--- src/rtl/data_mem_ctrl.sv ---
// rtl/data_mem_ctrl.sv - 32-bit load/store front end for an 8-bit-wide RAM
//
// Purpose:
//   Accepts one word-wide load or store at a time and serialises it into
//   byte accesses, one selected lane per cycle in ascending lane order.
//   Loads reassemble the returned bytes into a 32-bit result with
//   unselected lanes zeroed.
//
// Ports:
//   clk, rst        single clock, asynchronous active-high reset
//   mem_req_i       request strobe, honoured only while mem_ready_o=1
//   mem_we_i        1 = store, 0 = load
//   mem_addr_i      byte address of lane 0
//   mem_data_i      store data, lane k = bits [8k+7:8k]
//   mem_sel_i       lane enable mask
//   mem_ready_o     idle, a request on this edge will be taken
//   mem_valid_o     one-cycle completion pulse
//   mem_data_o      assembled load data, held until the next load completes
//   ram_addr_o      byte address to the RAM (low ADDR_WIDTH bits)
//   ram_dout_o      byte written to the RAM
//   ram_we_o        RAM write strobe
//   ram_din_i       RAM read byte, one cycle after its address

module data_mem_ctrl #(
  parameter int ADDR_WIDTH = 32
) (
  input  logic                  clk,
  input  logic                  rst,
  input  logic                  mem_req_i,
  input  logic                  mem_we_i,
  input  logic [31:0]           mem_addr_i,
  input  logic [31:0]           mem_data_i,
  input  logic [3:0]            mem_sel_i,
  output logic                  mem_ready_o,
  output logic                  mem_valid_o,
  output logic [31:0]           mem_data_o,
  output logic [ADDR_WIDTH-1:0] ram_addr_o,
  output logic [7:0]            ram_dout_o,
  output logic                  ram_we_o,
  input  logic [7:0]            ram_din_i
);

  localparam logic [1:0] S_IDLE = 2'd0;
  localparam logic [1:0] S_RD   = 2'd1;
  localparam logic [1:0] S_WR   = 2'd2;
  localparam logic [1:0] S_DONE = 2'd3;

  logic [1:0]  r_state;
  logic [31:0] r_addr;
  logic [31:0] r_wdata;
  logic [3:0]  r_sel;
  logic [1:0]  r_lane;      // lane being addressed this cycle
  logic        r_drain;     // RD: all addresses issued, waiting for the last byte
  logic        r_cap_vld;   // ram_din_i carries a byte for r_cap_lane this cycle
  logic [1:0]  r_cap_lane;
  logic [31:0] r_acc;       // partial load result being assembled
  logic [31:0] r_rdata;     // last completed load result

  logic [2:0]  w_first;     // {found, lane}
  logic [2:0]  w_next;
  logic [31:0] w_lane_addr;
  logic [31:0] w_acc_next;
  logic        w_addr_phase;

  // Lowest set lane of sel, either overall or strictly above cur.
  function automatic logic [2:0] f_find_lane(input logic [3:0] sel,
                                             input logic [1:0] cur,
                                             input logic       from_start);
    logic [2:0] res;
    res = 3'b000;
    for (int k = 3; k >= 0; k--) begin
      if (sel[k] && (from_start || (2'(k) > cur))) begin
        res = {1'b1, 2'(k)};
      end
    end
    return res;
  endfunction

  assign w_first     = f_find_lane(mem_sel_i, 2'd0, 1'b1);
  assign w_next      = f_find_lane(r_sel, r_lane, 1'b0);
  // 32-bit add so lane addresses wrap modulo 2^32 before truncation.
  assign w_lane_addr = r_addr + {30'd0, r_lane};

  always_comb begin
    w_acc_next = r_acc;
    w_acc_next[{r_cap_lane, 3'b000} +: 8] = ram_din_i;
  end

  assign w_addr_phase = (r_state == S_WR) || ((r_state == S_RD) && !r_drain);

  // Outputs are decoded from reset-cleared state so reset takes effect
  // immediately without waiting for a clock edge.
  assign mem_ready_o = (r_state == S_IDLE);
  assign mem_valid_o = (r_state == S_DONE);
  assign mem_data_o  = r_rdata;
  assign ram_we_o    = (r_state == S_WR);
  assign ram_addr_o  = w_addr_phase ? w_lane_addr[ADDR_WIDTH-1:0] : '0;
  assign ram_dout_o  = (r_state == S_WR) ? r_wdata[{r_lane, 3'b000} +: 8] : 8'd0;

  always_ff @(posedge clk or posedge rst) begin
    if (rst) begin
      r_state    <= S_IDLE;
      r_addr     <= 32'd0;
      r_wdata    <= 32'd0;
      r_sel      <= 4'd0;
      r_lane     <= 2'd0;
      r_drain    <= 1'b0;
      r_cap_vld  <= 1'b0;
      r_cap_lane <= 2'd0;
      r_acc      <= 32'd0;
      r_rdata    <= 32'd0;
    end else begin
      r_cap_vld <= 1'b0;
      if (r_cap_vld) begin
        r_acc <= w_acc_next;
      end

      case (r_state)
        S_IDLE: begin
          if (mem_req_i) begin
            r_addr  <= mem_addr_i;
            r_wdata <= mem_data_i;
            r_sel   <= mem_sel_i;
            r_lane  <= w_first[1:0];
            r_drain <= 1'b0;
            r_acc   <= 32'd0;
            if (mem_sel_i == 4'b0000) begin
              r_state <= S_DONE;
              r_rdata <= 32'd0;
            end else if (mem_we_i) begin
              r_state <= S_WR;
            end else begin
              r_state <= S_RD;
            end
          end
        end

        S_WR: begin
          if (w_next[2]) begin
            r_lane <= w_next[1:0];
          end else begin
            r_state <= S_DONE;
          end
        end

        S_RD: begin
          if (!r_drain) begin
            // Byte for this address arrives next cycle; remember its lane.
            r_cap_vld  <= 1'b1;
            r_cap_lane <= r_lane;
            if (w_next[2]) begin
              r_lane <= w_next[1:0];
            end else begin
              r_drain <= 1'b1;
            end
          end else begin
            // Last byte is on ram_din_i now; publish the full word.
            r_rdata <= w_acc_next;
            r_state <= S_DONE;
          end
        end

        S_DONE: begin
          r_state <= S_IDLE;
        end

        default: begin
          r_state <= S_IDLE;
        end
      endcase
    end
  end

endmodule

--- config.mk ---
export PLATFORM = sky130hd
export DESIGN_NAME = data_mem_ctrl
export DESIGN_NICKNAME = d
export VERILOG_FILES = /design/src/rtl/data_mem_ctrl.sv
export SDC_FILE = /design/constraint.sdc
export NUM_CORES = 1
export LEC_CHECK = 0
export CAP_MARGIN = 20
export CELL_PAD_IN_SITES_DETAIL_PLACEMENT = 1
export CELL_PAD_IN_SITES_GLOBAL_PLACEMENT = 2
export CORE_MARGIN = 3
export CORE_UTILIZATION = 27
export DETAILED_ROUTE_END_ITERATION = 10
export PLACE_DENSITY = 0.72
export SLEW_MARGIN = 10
export SYNTH_ARGS = -nofsm -noshare
export SYNTH_HDL_FRONTEND = slang
export SYNTH_SLANG_ARGS = --single-unit
--- constraint.sdc ---
create_clock -name clk -period 4.7 [get_ports clk]
set_input_delay 0.705 -clock clk [delete_from_list [all_inputs] [get_ports clk]]
set_output_delay 0.705 -clock clk [all_outputs]
set_load 0.02 [all_outputs]
==> PnR_summary.wiki <==
{| class="wikitable"
! Metric !! Value
|-
| Result of the run || complete, no violations
|-
| Startpoint kind of the worst setup timing path || flop
|-
| Number of library cell types mapped by synthesis || 53
|-
| # IOs || 155
|-
| Setup repair bufs after CTS || 0
|-
| CORE AREA || 25600 sq um
|-
| Main synth FF type || dfrtp_1
|-
| Nets || 1051
|-
| Detailed Route WL || 21.6 mm
|-
| Overall overflow remaining after global route || 0
|-
| Required time at the endpoint of the critical path || 3.99 ns
|-
| Leakage || 4.22 nW
|-
| Final WS setup || 0.728 ns
|-
| Final setup TNS || 0 ns
|-
| Total internal power || 3.87 mW
|-
| Sequential cell area fraction in the yosys report || 0.486
|-
| Port Buffer Count || 154
|-
| Final Non-Filler Cells || 1302
|-
| Depth of the worst register-to-register path || 5
|-
| Initial standard-cell utilization of the core || 0.280
|-
| Instance count of the mapped netlist || 817
|-
| Max Clock Skew || 0.00976 ns
|-
| Switching component of the power || 2.73 mW
|-
| Post-route ant nets || 0
|-
| Highest cell delay on the worst timing path || 0.79 ns
|-
| Slowest-stage cell, CP || dfrtp_1
|-
| Setup CP Type || reg2out
|-
| Total setup violations reported at the end of the flow || 0
|-
| Crit-path max FO || 15
|-
| Power density cells || 685 nW/um^2
|-
| Buffer levels on the longest clock path || 2
|-
| Number of cell rows || 58
|-
| Count of final max-slew check failures || 0
|-
| Synth top area share || 0.486
|-
| Global-route wire length before repair || 36.4 mm
|-
| H-tree depth reported by CTS || 4
|-
| TritonCTS clock tree || done
|-
| CP cell instances || fa_1 > inv_1 > nor3_2 > buf_4 > nand2_1 > or3_1 > a21oi_1 > clkdlybuf4s50_1
|-
| Worst flop-to-flop path endpoint || r_acc[6]
|-
| Min-delay src || r_wdata[23]
|-
| Clock Pin Slew Worst Setup and Hold Paths || 0.06 ns
|-
| Maximum VDD drop || 0.000248 V
|-
| Cts repair resizes || 0
|-
| Number of placed instances, taps included || 1270
|-
| Register bit count reported by yosys || 139
|-
| Height of the chip || 169 um
|-
| DR vias || 6097
|-
| Post-placement worst setup slack || 1.15 ns
|-
| Synth Area per Inst || 8.77 sq um
|-
| Routed vias/inst || 4.68
|-
| # DRC || 0
|-
| Min cycle time layout || 3.97 ns
|-
| Worst Hold Class || reg2reg
|-
| Worst Hold Path Cells || 2
|-
| Type of destination of the critical path || primary output
|-
| Part of the power in registers || 0.326
|-
| Number of iterations in the first detailed-routing pass || 4
|-
| Sinks on Clock Net || 139
|-
| Gpl congestion || 0.793
|-
| Detail Placement HPWL || 14.9 mm
|-
| Worst hold endpoint || r_wdata[23]
|-
| Worst Path Buf+Inv || 3
|-
| Top cells by area in the synthesized netlist || dfrtp_1 49%, nand2_1 13%, nor2_1 3.6%
|-
| Clock power share || 0.202
|-
| Top-count cell post-synth || nand2_1
|-
| Count of filler cells inserted in the layout || 2984
|-
| Final design utilization || 0.376
|-
| Switching portion of total power || 0.413
|-
| Maximum clock frequency || 0.252 GHz
|-
| Cell accounting for the most synthesized area || dfrtp_1
|-
| Synthesis warning total || 0
|-
| WL per Instance || 16.6 um
|-
| Full die area || 28500 sq um
|-
| Kind of cell adding the most delay to the critical path || buffers and inverters
|-
| Mapped cell area || 7160 sq um
|-
| Number of global-route vias before repair || 6797
|-
| CTS root buf || clkbuf_16
|-
| Die width || 169 um
|-
| EDFF count, synth || 0
|-
| Number of CTS-inserted buffers || 17
|-
| Clock latency at the later pin of the worst-skew pair || 0.41 ns
|-
| Layout-stage area growth over the synthesis result || 34.4%
|-
| Synth Net Count || 909
|-
| Combinational share of power || 0.471
|-
| Max-slew headroom at the worst pin || 0.397
|-
| Number of hold-slack violations in the final timing report || 0
|-
| Number of antenna violations at the first check in global routing || 2
|-
| Max-Cap Viols || 0
|-
| Global-route usage over all layers || 0.158
|-
| R2R Path Start || r_cap_lane[0]
|-
| Final hold slack || 0.473 ns
|-
| Reg2Reg Setup Slack || 2.01 ns
|-
| Post-route clock period utilization || 0.845
|-
| Hold-fix buffers at CTS || 0
|-
| Fraction of synthesis flops using an asynchronous set or reset pin || 1.00
|-
| Most used standard cells in the synthesized netlist || 257 x nand2_1, 139 x dfrtp_1, 69 x nor2_1
|-
| Actual transition at the worst max-transition pin || 0.902 ns
|-
| Starting DRC count in detailed routing || 274
|-
| Maximum number of pins on one net before global-route repair || 95
|-
| Critical path arrival || 3.27 ns
|-
| Setup repair after global routing missed its margin || no
|-
| Share of post-route cells with drive strength above 1 || 0.0874
|-
| Antenna fix cells || 0
|}
area by class of cell:
class / count / area (sq um) / area share
Sequential cell: 139 / 3480 / 0.361
Multi-Input combinational cell: 595 / 3360 / 0.349
Timing Repair Buffer: 170 / 1660 / 0.173
Clock buffer: 19 / 433 / 0.0449
Tap cell: 330 / 413 / 0.0429
Clock inverter: 13 / 141 / 0.0147
Inverter: 36 / 140 / 0.0145
routing by layer:
metal  vias to the layer above  wire length [um]  GRT usage  share of wire
met2                       117             10100      0.256           0.47
met1                      2991             10300      0.216           0.48
li1                       2969                 -          -              -
met4                         4               257     0.0402          0.012
met3                        16               942     0.0348          0.044
met5                         -                23          0         0.0011
worst max-delay path by stage:
stage                    from             end  slack, ns  cells after the start
floorplan                 rst   mem_data_o[0]       0.27                      1
global placement    r_lane[1]  ram_addr_o[28]       1.14                      8
detailed placement  r_lane[1]  ram_addr_o[28]       1.15                      8
CTS                 r_lane[1]  ram_addr_o[28]       0.68                      8
global route        r_lane[1]  ram_addr_o[28]       0.44                      8
finish              r_lane[1]  ram_addr_o[28]       0.73                      8
tightest hold or removal path: stages, from the launching register on:
cell	delay, ns
dfrtp_1	0.34
nand2_1	0.05
nand2_1	0.05
placed cells by master, fill, tap and decap left out, types with 6 or more instances in the layout:
cell type        instances
mux4_2                   8
a21oi_1                 17
nand2_1                256
nor2_2                   6
nand2b_1                17
inv_1                   35
dfrtp_1                139
clkdlybuf4s50_1        154
a211oi_1                13
o21ai_0                 31
nor2_1                  68
nor2b_1                 11
clkbuf_16               17
buf_4                   16
ha_1                    11
and2_1                  11
a311oi_1                16
xor2_1                  25
nand4_1                 13
nand3_1                 34
mux2_2                  10
kinds of logic after synthesis:
| kind of cell | after synthesis | synth area share |
|---|---|---|
| xor gates and xnor gates | 29 | 0.0355 |
| DFF | 139 | 0.486 |
| and+or+nand+nor | 440 | 0.279 |
| adders and majority gates | 12 | 0.0220 |
| buffers and inverters | 83 | 0.0484 |
| muxes | 20 | 0.0437 |
| AOI/OAI and AO/OA | 94 | 0.0861 |
sequential cells by signal, indices dropped and copies added, names as in the netlist:
| name | cells |
|---|---|
| mem_data_o | 32 |
| r_acc | 32 |
| r_addr | 32 |
| r_cap_lane | 2 |
| r_cap_vld | 1 |
| r_drain | 1 |
| r_lane | 2 |
| r_sel | 3 |
| r_state | 2 |
| r_wdata | 32 |
power by group through the flow:
stage / registers, mW / logic, mW / clock network, mW
3_5_place_dp: 2.17 / 3.15 / 0
6_report: 2.15 / 3.11 / 1.33
2_1_floorplan: 2.15 / 2.00 / 0
4_1_cts: 2.16 / 3.17 / 1.38
5_1_grt: 2.24 / 3.50 / 1.43
3_3_place_gp: 2.16 / 3.10 / 0
stage by stage:
step / area (sq um) / power, mW
2_1_floorplan: 7160 / 4.15
3_3_place_gp: 9060 / 5.26
3_5_place_dp: 9060 / 5.32
4_1_cts: 9630 / 6.71
5_1_grt: 9630 / 7.17
6_report: 9630 / 6.60
(Power assumes the default switching activity.)
